<file path="src/rtl/video_fetch_pkg.sv">
// video_fetch_pkg: shared types and constants for the video fetch block.
//   fetch_state_t : memory fetch sequencer states
//   mem_sel_t     : memory port target (video RAM / character ROM)
//   rom_addr()    : character ROM address {charset, code[6:0], row[2:0]}
package video_fetch_pkg;

   localparam int unsigned CELL_DOTS  = 16;
   localparam int unsigned GLYPH_ROWS = 8;
   localparam int unsigned CTR_W      = $clog2(CELL_DOTS);
   localparam int unsigned MEM_AW     = 11;

   typedef enum logic [2:0] {
      IDLE     = 3'd0,
      RD_SCR_A = 3'd1,
      RD_SCR_B = 3'd2,
      RD_ROM_A = 3'd3,
      RD_ROM_B = 3'd4
   } fetch_state_t;

   typedef enum logic {
      MEM_SEL_VRAM = 1'b0,
      MEM_SEL_CROM = 1'b1
   } mem_sel_t;

   // Character ROM address for one glyph row.
   function automatic logic [MEM_AW-1:0] rom_addr(input logic       charset,
                                                  input logic [6:0] code,
                                                  input logic [2:0] row);
      return {charset, code, row};
   endfunction

endpackage

</file>
<file path="src/rtl/video_pixel_double.sv">
// video_pixel_double: widens one 8-dot glyph row to 16 dots by repeating
// every bit, MSB first (0xA5 -> 0xCC33). Purely combinational.
//   glyph    in  8   glyph row, MSB is the first dot
//   pixels_c out 16  doubled row
module video_pixel_double (
   input  logic [7:0]  glyph,
   output logic [15:0] pixels_c
);

   always_comb begin
      pixels_c = '0;
      for (int i = 0; i < 8; i++) begin
         pixels_c[2*i]   = glyph[i];
         pixels_c[2*i+1] = glyph[i];
      end
   end

endmodule

</file>
<file path="src/rtl/video_fetch.sv">
// video_fetch: per 16-dot cell, reads screen codes from video RAM and glyph
// rows from character ROM, then hands a 16-bit pixel word, reverse bits and
// display enable to the dot generator on the cell boundary.
// Optional feature macro: VIDEO_FETCH_COL80_EN (two chars per cell, col80_i
// port). Without it the block is fixed 40-col with one doubled char per cell.
// Ports:
//   sys_clock_i   in   1        system clock
//   sys_reset_i   in   1        synchronous active-high reset
//   pixel_clk_en  in   1        dot enable
//   ma_i          in   VRAM_AW  character address for the next cell
//   ra_i          in   5        raster row within the character
//   display_en_i  in   1        display enable for the next cell
//   charset_i     in   1        character set select
//   col80_i       in   1        80-col mode (macro builds only)
//   mem_req_o     out  1        memory read request
//   mem_sel_o     out  1        0 = video RAM, 1 = character ROM
//   mem_addr_o    out  11       read address
//   mem_ack_i     in   1        acknowledge, data valid same cycle
//   mem_data_i    in   8        read data
//   video_latch_o out  1        dot generator load strobe
//   pixels_o      out  16       [15:8] left char, [7:0] right char
//   reverse_o     out  2        [1] left reverse, [0] right reverse
//   display_en_o  out  1        display enable aligned with pixels_o
//   underrun_o    out  1        sticky: fetch incomplete at a boundary
module video_fetch
   import video_fetch_pkg::*;
#(
   parameter int unsigned VRAM_AW = 11,
   parameter int unsigned CROM_AW = 11
) (
   input  logic               sys_clock_i,
   input  logic               sys_reset_i,
   input  logic               pixel_clk_en,
   input  logic [VRAM_AW-1:0] ma_i,
   input  logic [4:0]         ra_i,
   input  logic               display_en_i,
   input  logic               charset_i,
`ifdef VIDEO_FETCH_COL80_EN
   input  logic               col80_i,
`endif
   output logic               mem_req_o,
   output logic               mem_sel_o,
   output logic [MEM_AW-1:0]  mem_addr_o,
   input  logic               mem_ack_i,
   input  logic [7:0]         mem_data_i,
   output logic               video_latch_o,
   output logic [15:0]        pixels_o,
   output logic [1:0]         reverse_o,
   output logic               display_en_o,
   output logic               underrun_o
);

   fetch_state_t     state;
   logic [CTR_W-1:0] cell_ctr;

   // Fetch registers, sampled at cell start.
   logic [4:0]       f_ra;
   logic             f_de;
   logic             f_charset;

   // Results of the fetch in progress / last completed fetch.
   logic             rev_a;
   logic [7:0]       glyph_a;

`ifdef VIDEO_FETCH_COL80_EN
   logic [VRAM_AW-1:0] f_ma;
   logic               f_col80;
   logic [6:0]         code_a_lo;
   logic [6:0]         code_b_lo;
   logic               rev_b;
   logic [7:0]         glyph_b;
   logic [VRAM_AW-1:0] ma_next_c;
`endif

   logic             cell_start_c;
   logic             row_blank_c;
   logic [15:0]      doubled_c;
   logic [15:0]      fetch_pixels_c;
   logic [1:0]       fetch_reverse_c;

   assign cell_start_c = pixel_clk_en && (cell_ctr == CTR_W'(CELL_DOTS - 1));
   // Rows past the glyph height have no ROM data; only reverse shows.
   assign row_blank_c  = (f_ra >= 5'(GLYPH_ROWS));

`ifdef VIDEO_FETCH_COL80_EN
   assign ma_next_c = f_ma + VRAM_AW'(1);
`endif

   video_pixel_double u_pixel_double (
      .glyph    (glyph_a),
      .pixels_c (doubled_c)
   );

   // Pixel word and reverse bits assembled from the completed fetch.
   always_comb begin
      fetch_pixels_c  = doubled_c;
      fetch_reverse_c = {2{rev_a}};
`ifdef VIDEO_FETCH_COL80_EN
      if (f_col80) begin
         fetch_pixels_c  = {glyph_a, glyph_b};
         fetch_reverse_c = {rev_a, rev_b};
      end
`endif
   end

   // Cell counter, output holding registers and fetch sequencer.
   always_ff @(posedge sys_clock_i) begin
      if (sys_reset_i) begin
         state         <= IDLE;
         cell_ctr      <= '0;
         f_ra          <= '0;
         f_de          <= 1'b0;
         f_charset     <= 1'b0;
         rev_a         <= 1'b0;
         glyph_a       <= '0;
         mem_req_o     <= 1'b0;
         mem_sel_o     <= 1'b0;
         mem_addr_o    <= '0;
         video_latch_o <= 1'b0;
         pixels_o      <= '0;
         reverse_o     <= '0;
         display_en_o  <= 1'b0;
         underrun_o    <= 1'b0;
`ifdef VIDEO_FETCH_COL80_EN
         f_ma          <= '0;
         f_col80       <= 1'b0;
         code_a_lo     <= '0;
         code_b_lo     <= '0;
         rev_b         <= 1'b0;
         glyph_b       <= '0;
`endif
      end else begin
         if (pixel_clk_en) begin
            cell_ctr      <= cell_ctr + CTR_W'(1);
            // Registered copy of (cell_ctr == 15).
            video_latch_o <= (cell_ctr == CTR_W'(CELL_DOTS - 2));
         end

         if (cell_start_c) begin
            // A fetch still running here is late: blank it and restart.
            if (state != IDLE) begin
               underrun_o <= 1'b1;
               pixels_o   <= '0;
               reverse_o  <= '0;
            end else begin
               pixels_o   <= fetch_pixels_c;
               reverse_o  <= fetch_reverse_c;
            end
            display_en_o <= f_de;
            f_ra         <= ra_i;
            f_de         <= display_en_i;
            f_charset    <= charset_i;
`ifdef VIDEO_FETCH_COL80_EN
            f_ma         <= ma_i;
            f_col80      <= col80_i;
`endif
            state        <= RD_SCR_A;
            mem_req_o    <= 1'b1;
            mem_sel_o    <= MEM_SEL_VRAM;
            mem_addr_o   <= MEM_AW'(ma_i);
         end else if (mem_ack_i) begin
            case (state)
               RD_SCR_A: begin
                  rev_a <= mem_data_i[7];
`ifdef VIDEO_FETCH_COL80_EN
                  if (f_col80) begin
                     code_a_lo  <= mem_data_i[6:0];
                     state      <= RD_SCR_B;
                     mem_addr_o <= MEM_AW'(ma_next_c);
                  end else
`endif
                  if (row_blank_c) begin
                     glyph_a   <= '0;
                     state     <= IDLE;
                     mem_req_o <= 1'b0;
                  end else begin
                     state      <= RD_ROM_A;
                     mem_sel_o  <= MEM_SEL_CROM;
                     mem_addr_o <= MEM_AW'(CROM_AW'(
                        rom_addr(f_charset, mem_data_i[6:0], f_ra[2:0])));
                  end
               end
`ifdef VIDEO_FETCH_COL80_EN
               RD_SCR_B: begin
                  rev_b     <= mem_data_i[7];
                  code_b_lo <= mem_data_i[6:0];
                  if (row_blank_c) begin
                     glyph_a   <= '0;
                     glyph_b   <= '0;
                     state     <= IDLE;
                     mem_req_o <= 1'b0;
                  end else begin
                     state      <= RD_ROM_A;
                     mem_sel_o  <= MEM_SEL_CROM;
                     mem_addr_o <= MEM_AW'(CROM_AW'(
                        rom_addr(f_charset, code_a_lo, f_ra[2:0])));
                  end
               end
               RD_ROM_B: begin
                  glyph_b   <= mem_data_i;
                  state     <= IDLE;
                  mem_req_o <= 1'b0;
               end
`endif
               RD_ROM_A: begin
                  glyph_a <= mem_data_i;
`ifdef VIDEO_FETCH_COL80_EN
                  if (f_col80) begin
                     state      <= RD_ROM_B;
                     mem_addr_o <= MEM_AW'(CROM_AW'(
                        rom_addr(f_charset, code_b_lo, f_ra[2:0])));
                  end else
`endif
                  begin
                     state     <= IDLE;
                     mem_req_o <= 1'b0;
                  end
               end
               default: ;
            endcase
         end
      end
   end

endmodule
</file>
<file path="config.mk">
export PLATFORM = sky130hd
export DESIGN_NAME = video_fetch
export DESIGN_NICKNAME = d
export VERILOG_FILES = /design/src/rtl/video_fetch_pkg.sv /design/src/rtl/video_pixel_double.sv /design/src/rtl/video_fetch.sv
export SDC_FILE = /design/constraint.sdc
export NUM_CORES = 1
export LEC_CHECK = 0
export CORE_ASPECT_RATIO = 2
export CORE_MARGIN = 2
export CORE_UTILIZATION = 45
export DETAILED_ROUTE_END_ITERATION = 7
export GPL_ROUTABILITY_DRIVEN = 0
export PLACE_DENSITY = 0.83
export SYNTH_ARGS = -nofsm -noshare
export SYNTH_HDL_FRONTEND = slang
export SYNTH_SLANG_ARGS = --single-unit
</file>
<file path="constraint.sdc">
create_clock -name sys_clock_i -period 2.7 [get_ports sys_clock_i]
set_input_delay 0.675 -clock sys_clock_i [delete_from_list [all_inputs] [get_ports sys_clock_i]]
set_output_delay 0.675 -clock sys_clock_i [all_outputs]
set_load 0.02 [all_outputs]
</file>
==> flow_summary.yaml, run 1 <==
run_status:
  outcome: "finished clean"
timing:
  fin_skew_ns: 0.003687
  hold_viol: 0
  final.setup.tns_ns: 0
  tightestPinTransition_ns: 0.6507
  rsz0062_at_grt: "no"
  slew_headroom_pct: 56.57
  period_share_pct: 73.84
  setup-violations-final: 0
  drv_slew: 0
  timing.fmax_mhz: 501.6
  fin_crit_ns: 1.994
setup_path:
  path_class: "in -> reg"
  required_ns: 2.94
  crit_fanout: 10
  startpoint_type: "input port"
  crit_family: "buffers and inverters"
  cp.buffers_inverters: 2
  crit_chain: "clkdlybuf4s50_1, and4_1, buf_4, nand3_1, a21oi_1"
  critPathArrivalTime_ns: 2.24
  end_kind: "register"
  max_stage_delay_ns: 0.65
  worst_path_max_delay_cell: "clkdlybuf4s50_1"
cells_and_area:
  antennaDiodeCount: 0
  area_growth_syn_to_layout_pct: 33.13
  final_area_um2: 2675
  drive_above_1_share_pct: 7.042
  fin_nets: 315
logic_synthesis:
  syn_area_um2: 2009
  synth_nets: 268
  ys.warnings.count: 0
  synthDominantCellAreaShare_pct: 46.82
  ys_seq_area_share_pct: 46.82
  synth_seq_cells: 47
  async_flop_share_pct: 0
  synth_edf_count: 0
  synth_ff_type: "dfxtp_1"
  synthCells: 236
  synth.area.top_cells: "dfxtp_1 47%, nand2_1 8.0%, buf_4 5.2%"
  synth_top_area_cell: "dfxtp_1"
  syn_area_per_cell_um2: 8.515
  synthTopCellsByCount: "47 x dfxtp_1, 43 x nand2_1, 20 x a21oi_1, 20 x nand3_1"
  synth_cell_types: 33
  synth.most_common_cell: "dfxtp_1"
die:
  core_area_um2: 4339
  initial_utilization_pct: 46.31
  die_area_um2: 5048
  rows: 34
  num_io_pins: 64
  chipHeight_um: 98.50
  die_x_um: 51.25
clocking:
  ctsHoldBuffers: 0
  htree_levels: 2
  post_cts_resized: 0
  post-cts-setup-buffers: 0
  cts_tree: "yes"
  cts_root_buf: "clkbuf_8"
  clockBufferDepth: 2
  clock_sinks: 47
  path_clk_slew_ns: 0.08
  numCtsBuffers: 5
  clk_latency_ns: 0.30
global_routing:
  grt_overflow_total: 0
  grt_pass1_wl_mm: 8.079
  antenna_found_initial: 0
  grt_pass1_vias: 1852
  track_usage_pct: 20.68
  grt_max_degree: 31
place:
  numPortBuffers: 63
  placed_cell_area_um2: 2571
  dp_hpwl_mm: 3.303
detailed_routing:
  ant_nets: 0
  dr.pass1.iters: 4
  wl_mm: 4.631
  vias: 1813
  routedWlPerCell_um: 13.70
  drc_errors: 0
  drt_iter0_drc: 69
  avgViaCountPerCell: 5.364
pwr:
  p_seq_share_pct: 56.4
  peakVddDrop_mv: 0.4268
  p_sw_uw: 267.0
  p_comb_share_pct: 5.9
  clockPowerShare_pct: 37.7
  internal_power_uw: 974.0
  p_sw_share_pct: 21.51
  leakage_uw: 0.0009395
  powerDensity_nw_per_um2: 463.9
min_path:
  holdCritPathClass: "reg -> reg"
run:
  maxCapViolations: 0
final timing paths:
check | startpoint | endpoint | slack, ns | depth (start not counted)
worst min register to register | f_ra[1] | f_ra[1] | 0.46 | 2
worst max-delay path | pixel_clk_en | pixels_o[9] | 0.71 | 5
worst max register to register | cell_ctr[0] | pixels_o[9] | 1.14 | 5
worst min-delay path | f_ra[1] | f_ra[1] | 0.46 | 2
cell type report:
| class | instances | area, um^2 |
|---|---|---|
| multi-input cells | 157 | 875.8 |
| clock inverters | 1 | 7.507 |
| fillers | 405 | 1664 |
| repair buffers | 69 | 675.6 |
| inverters | 3 | 11.26 |
| well taps | 54 | 67.56 |
| flip-flops and latches | 47 | 940.9 |
| clock buffers | 7 | 96.34 |
per-layer routing:
metal	routed length, um	share of wire (%)	vias to the layer above	GRT usage (%)
li1	-	-	901	-
met1	1810	39	852	22.06
met2	2494	54	49	36.26
met3	188	4.1	11	4.394
met4	137	3.0	0	11.74
met5	0	0	-	0
placed cells by master (no fill, tap or decap), types with 7 or more instances in the layout:
cell type,count
clkdlybuf4s50_1,63
dfxtp_1,47
nand2_1,43
a21oi_1,20
nand3_1,20
o21ai_0,14
a31oi_1,11
o21ai_1,10
mux2i_1,8
clkbuf_8,7
kinds of logic (layout without fill, tap and decap cells):
logic type               Yosys count  count (layout)  share of synthesized area [%]
AND/OR/NAND/NOR                   83              83                          20.24
AO/OA/AOI/OAI                     61              61                          16.81
flip-flops                        47              47                          46.82
buffers and inverters             32              80                          9.589
multiplexers                       8               8                          3.985
XOR/XNOR                           3               3                          1.308
adder cells (fa/ha/maj)            2               2                          1.245
worst reg2reg max path, stage by stage, from the launching register on:
cell and delay, ns:
dfxtp_1 0.40, ha_1 0.23, and4_1 0.41, buf_4 0.23, nand3_1 0.09, a21oi_1 0.15
flip-flops by register name (all words and copies together) (netlist names):
register and flops:
cell_ctr 4, reverse_o 1, f_ra 5, video_latch_o 1, pixels_o 8, rev_a 1
f_de 1, glyph_a 8, mem_sel_o 1, underrun_o 1, f_charset 1, state 2
mem_req_o 1, display_en_o 1, mem_addr_o 11
through the flow:
| stage | total power [uW] | hold WS, ns | setup WS, ns | utilization, % | cells |
|---|---|---|---|---|---|
| 5_1_grt | 1286 | 0.4914 | 0.5906 | 61.65 | 338 |
| 3_5_place_dp | 789.4 | 0.4495 | 0.4273 | 59.26 | 330 |
| 2_1_floorplan | 739.5 | 0.4321 | 1.128 | - | 236 |
| 6_report | 1241 | 0.4604 | 0.7063 | 61.65 | 338 |
| 4_1_cts | 1249 | 0.4622 | 0.7061 | 61.65 | 338 |
| 3_3_place_gp | 788.2 | 0.4387 | 0.4606 | 59.26 | 330 |
power by group through the flow:
stage / logic (uW) / clock network (uW) / registers (uW)
finish: 73.3 / 468 / 700
global route: 80.8 / 505 / 701
CTS: 73.8 / 475 / 700
detailed placement: 73.3 / 0 / 716
global placement: 72.4 / 0 / 716
floorplan: 24.2 / 0 / 715
Note: power is estimated with default switching activity, not from simulation.
==> run 2: changes to the inputs <==
Settings changed: CORE_UTILIZATION 45 to 41, PLACE_DENSITY 0.83 to 0.8.
Clock period 2.7 ns to 1.6 ns, I/O delays scaled along.
==> run 2 against run 1 <==
Effect of this change:
- flip-flop and latch count is the same
- utilization shrank 4.2 points
- critical path depth is the same
- sequential share of layout area shrank 0.90 points
- routed wire length grew 8.8%
- critical endpoint is now rev_a
==> flow_summary.yaml, run 2 (synthesis gave the netlist of run 1 again) <==
die:
  rows: 36
  initial_utilization_pct: 42.09
  die_x_um: 53.50
  die_area_um2: 5511
  chipHeight_um: 103.0
  core_area_um2: 4775
  num_io_pins: 64
cells_and_area:
  area_growth_syn_to_layout_pct: 36.61
  nFillCells: 478
  final_cell_mix: "47 x dfxtp_1, 43 x nand2_1, 34 x dlygate4sd2_1"
  multi_input_area_um2: 883.3
  fin_cells: 348
  drive_above_1_share_pct: 9.622
  final_common_cell: "dfxtp_1"
  largest_register_ffs: 11
  finish.utilization_pct: 57.49
  antennaDiodeCount: 0
  fin_nets: 322
  reg_top3: "mem_addr_o: 11 flops, glyph_a: 8 flops, pixels_o: 8 flops"
  regMostFlops: "mem_addr_o"
  regArea_um2: 940.9
setup_path:
  path_class: "reg -> reg"
  max_stage_delay_ns: 0.35
  end_kind: "register"
  critPathArrivalTime_ns: 1.68
  startpoint_type: "register"
  crit_family: "compound AO/OA/AOI/OAI gates"
  cp.buffers_inverters: 1
  r2r_cells: 5
  crit_fanout: 21
  required_ns: 1.79
  cp.depth: 5
  worst_path_max_delay_cell: "dfxtp_1"
  crit_chain: "ha_1, and4_1, buf_12, o311ai_1, o41ai_1"
pwr:
  leakage_uw: 0.001159
  powerDensity_nw_per_um2: 807.2
  peakVddDrop_mv: 0.6644
run_status:
  outcome: "finished clean"
place:
  dp_hpwl_mm: 3.598
  numPortBuffers: 63
  dp.cells: 340
  place_ws_ns: -0.1792
global_routing:
  antenna_found_initial: 0
  grt_pass1_vias: 1806
  grt_overflow_total: 0
  track_usage_pct: 19.72
  grt_max_degree: 35
  grt_pass1_wl_mm: 8.073
timing:
  timing.fmax_mhz: 674.5
  finalWorstSetupSlack_ns: 0.1174
  rsz0062_at_grt: "no"
  fin_skew_ns: 0.01082
  slew_headroom_pct: 57.80
  holdWs_ns: 0.4641
  drv_slew: 0
  tightestPinTransition_ns: 0.6309
  period_share_pct: 92.66
  hold_viol: 0
  setup-violations-final: 0
  fin_crit_ns: 1.483
detailed_routing:
  avgViaCountPerCell: 5.362
  ant_nets: 0
  vias: 1866
  drc_errors: 0
  drt_iter0_drc: 71
  dr.pass1.iters: 4
  wl_mm: 5.040
  routedWlPerCell_um: 14.48
clocking:
  clockBufferDepth: 2
  cts_root_buf: "clkbuf_8"
  numCtsBuffers: 5
  htree_levels: 2
  cts_tree: "yes"
  post-cts-setup-buffers: 0
  path_clk_slew_ns: 0.09
  clock_sinks: 47
  clk_latency_ns: 0.31
min_path:
  holdCritPathClass: "reg -> reg"
  holdPathStages: 2
run:
  maxCapViolations: 0
## run 2: changes by cell type in the layout (fill, tap and decap cells not counted), sizes merged
cell and change:
dlygate4sd2 +34, clkdlybuf4s50 -34, buf +7, bufinv +1, inv +1, clkbuf -2
## run 2: path summary, 6_finish.rpt
kind / endpoint / slack (ns) / start
worst max-delay path: rev_a / 0.12 / cell_ctr[0]
worst min register to register: f_ra[1] / 0.46 / f_ra[1]
worst max register to register: rev_a / 0.12 / cell_ctr[0]
worst min-delay path: f_ra[1] / 0.46 / f_ra[1]
## run 2: worst reg2reg max path: stages (launching register included)
cell and delay, ns:
dfxtp_1 0.35, ha_1 0.25, and4_1 0.24, buf_12 0.16, o311ai_1 0.26, o41ai_1 0.11
## run 2: cell type report
| class | count | share of cell area, % |
|---|---|---|
| clock inverters | 3 | 1.686 |
| clock buffers | 5 | 2.507 |
| multi-input cells | 157 | 32.18 |
| repair buffers | 76 | 26.34 |
| well taps | 57 | 2.598 |
| flip-flops and latches | 47 | 34.28 |
| inverters | 3 | 0.4102 |
## run 2: per-stage QoR
step	TNS, ns	power [uW]	cell area (um^2)
final	0	2216	2745
after detailed placement	-4.358	1341	2665
after floorplan	0	1248	2009
after global routing	0	2286	2745
after global placement	-2.632	1337	2665
after CTS	0	2223	2738
## run 2: repair_timing
action,CTS,global route
endpoints found under the setup margin,34,1
resized for setup,34,1
hold buffers,0,0
pin swaps,0,0
## run 2: metal layers
layer | up-vias | wire (um) | global-route usage, %
li1 | 918 | - | -
met1 | 867 | 2088 | 23.22
met2 | 75 | 2521 | 33.52
met3 | 6 | 350 | 4.348
met4 | 0 | 79 | 8.087
met5 | - | 0 | 0
## run 2: power breakdown
part / internal [uW] / switching, uW / leakage (uW)
sequential: 1170 / 6.77 / 0.000379
clock: 471 / 429 / 0.0000548
combinational: 83.2 / 51.5 / 0.000726
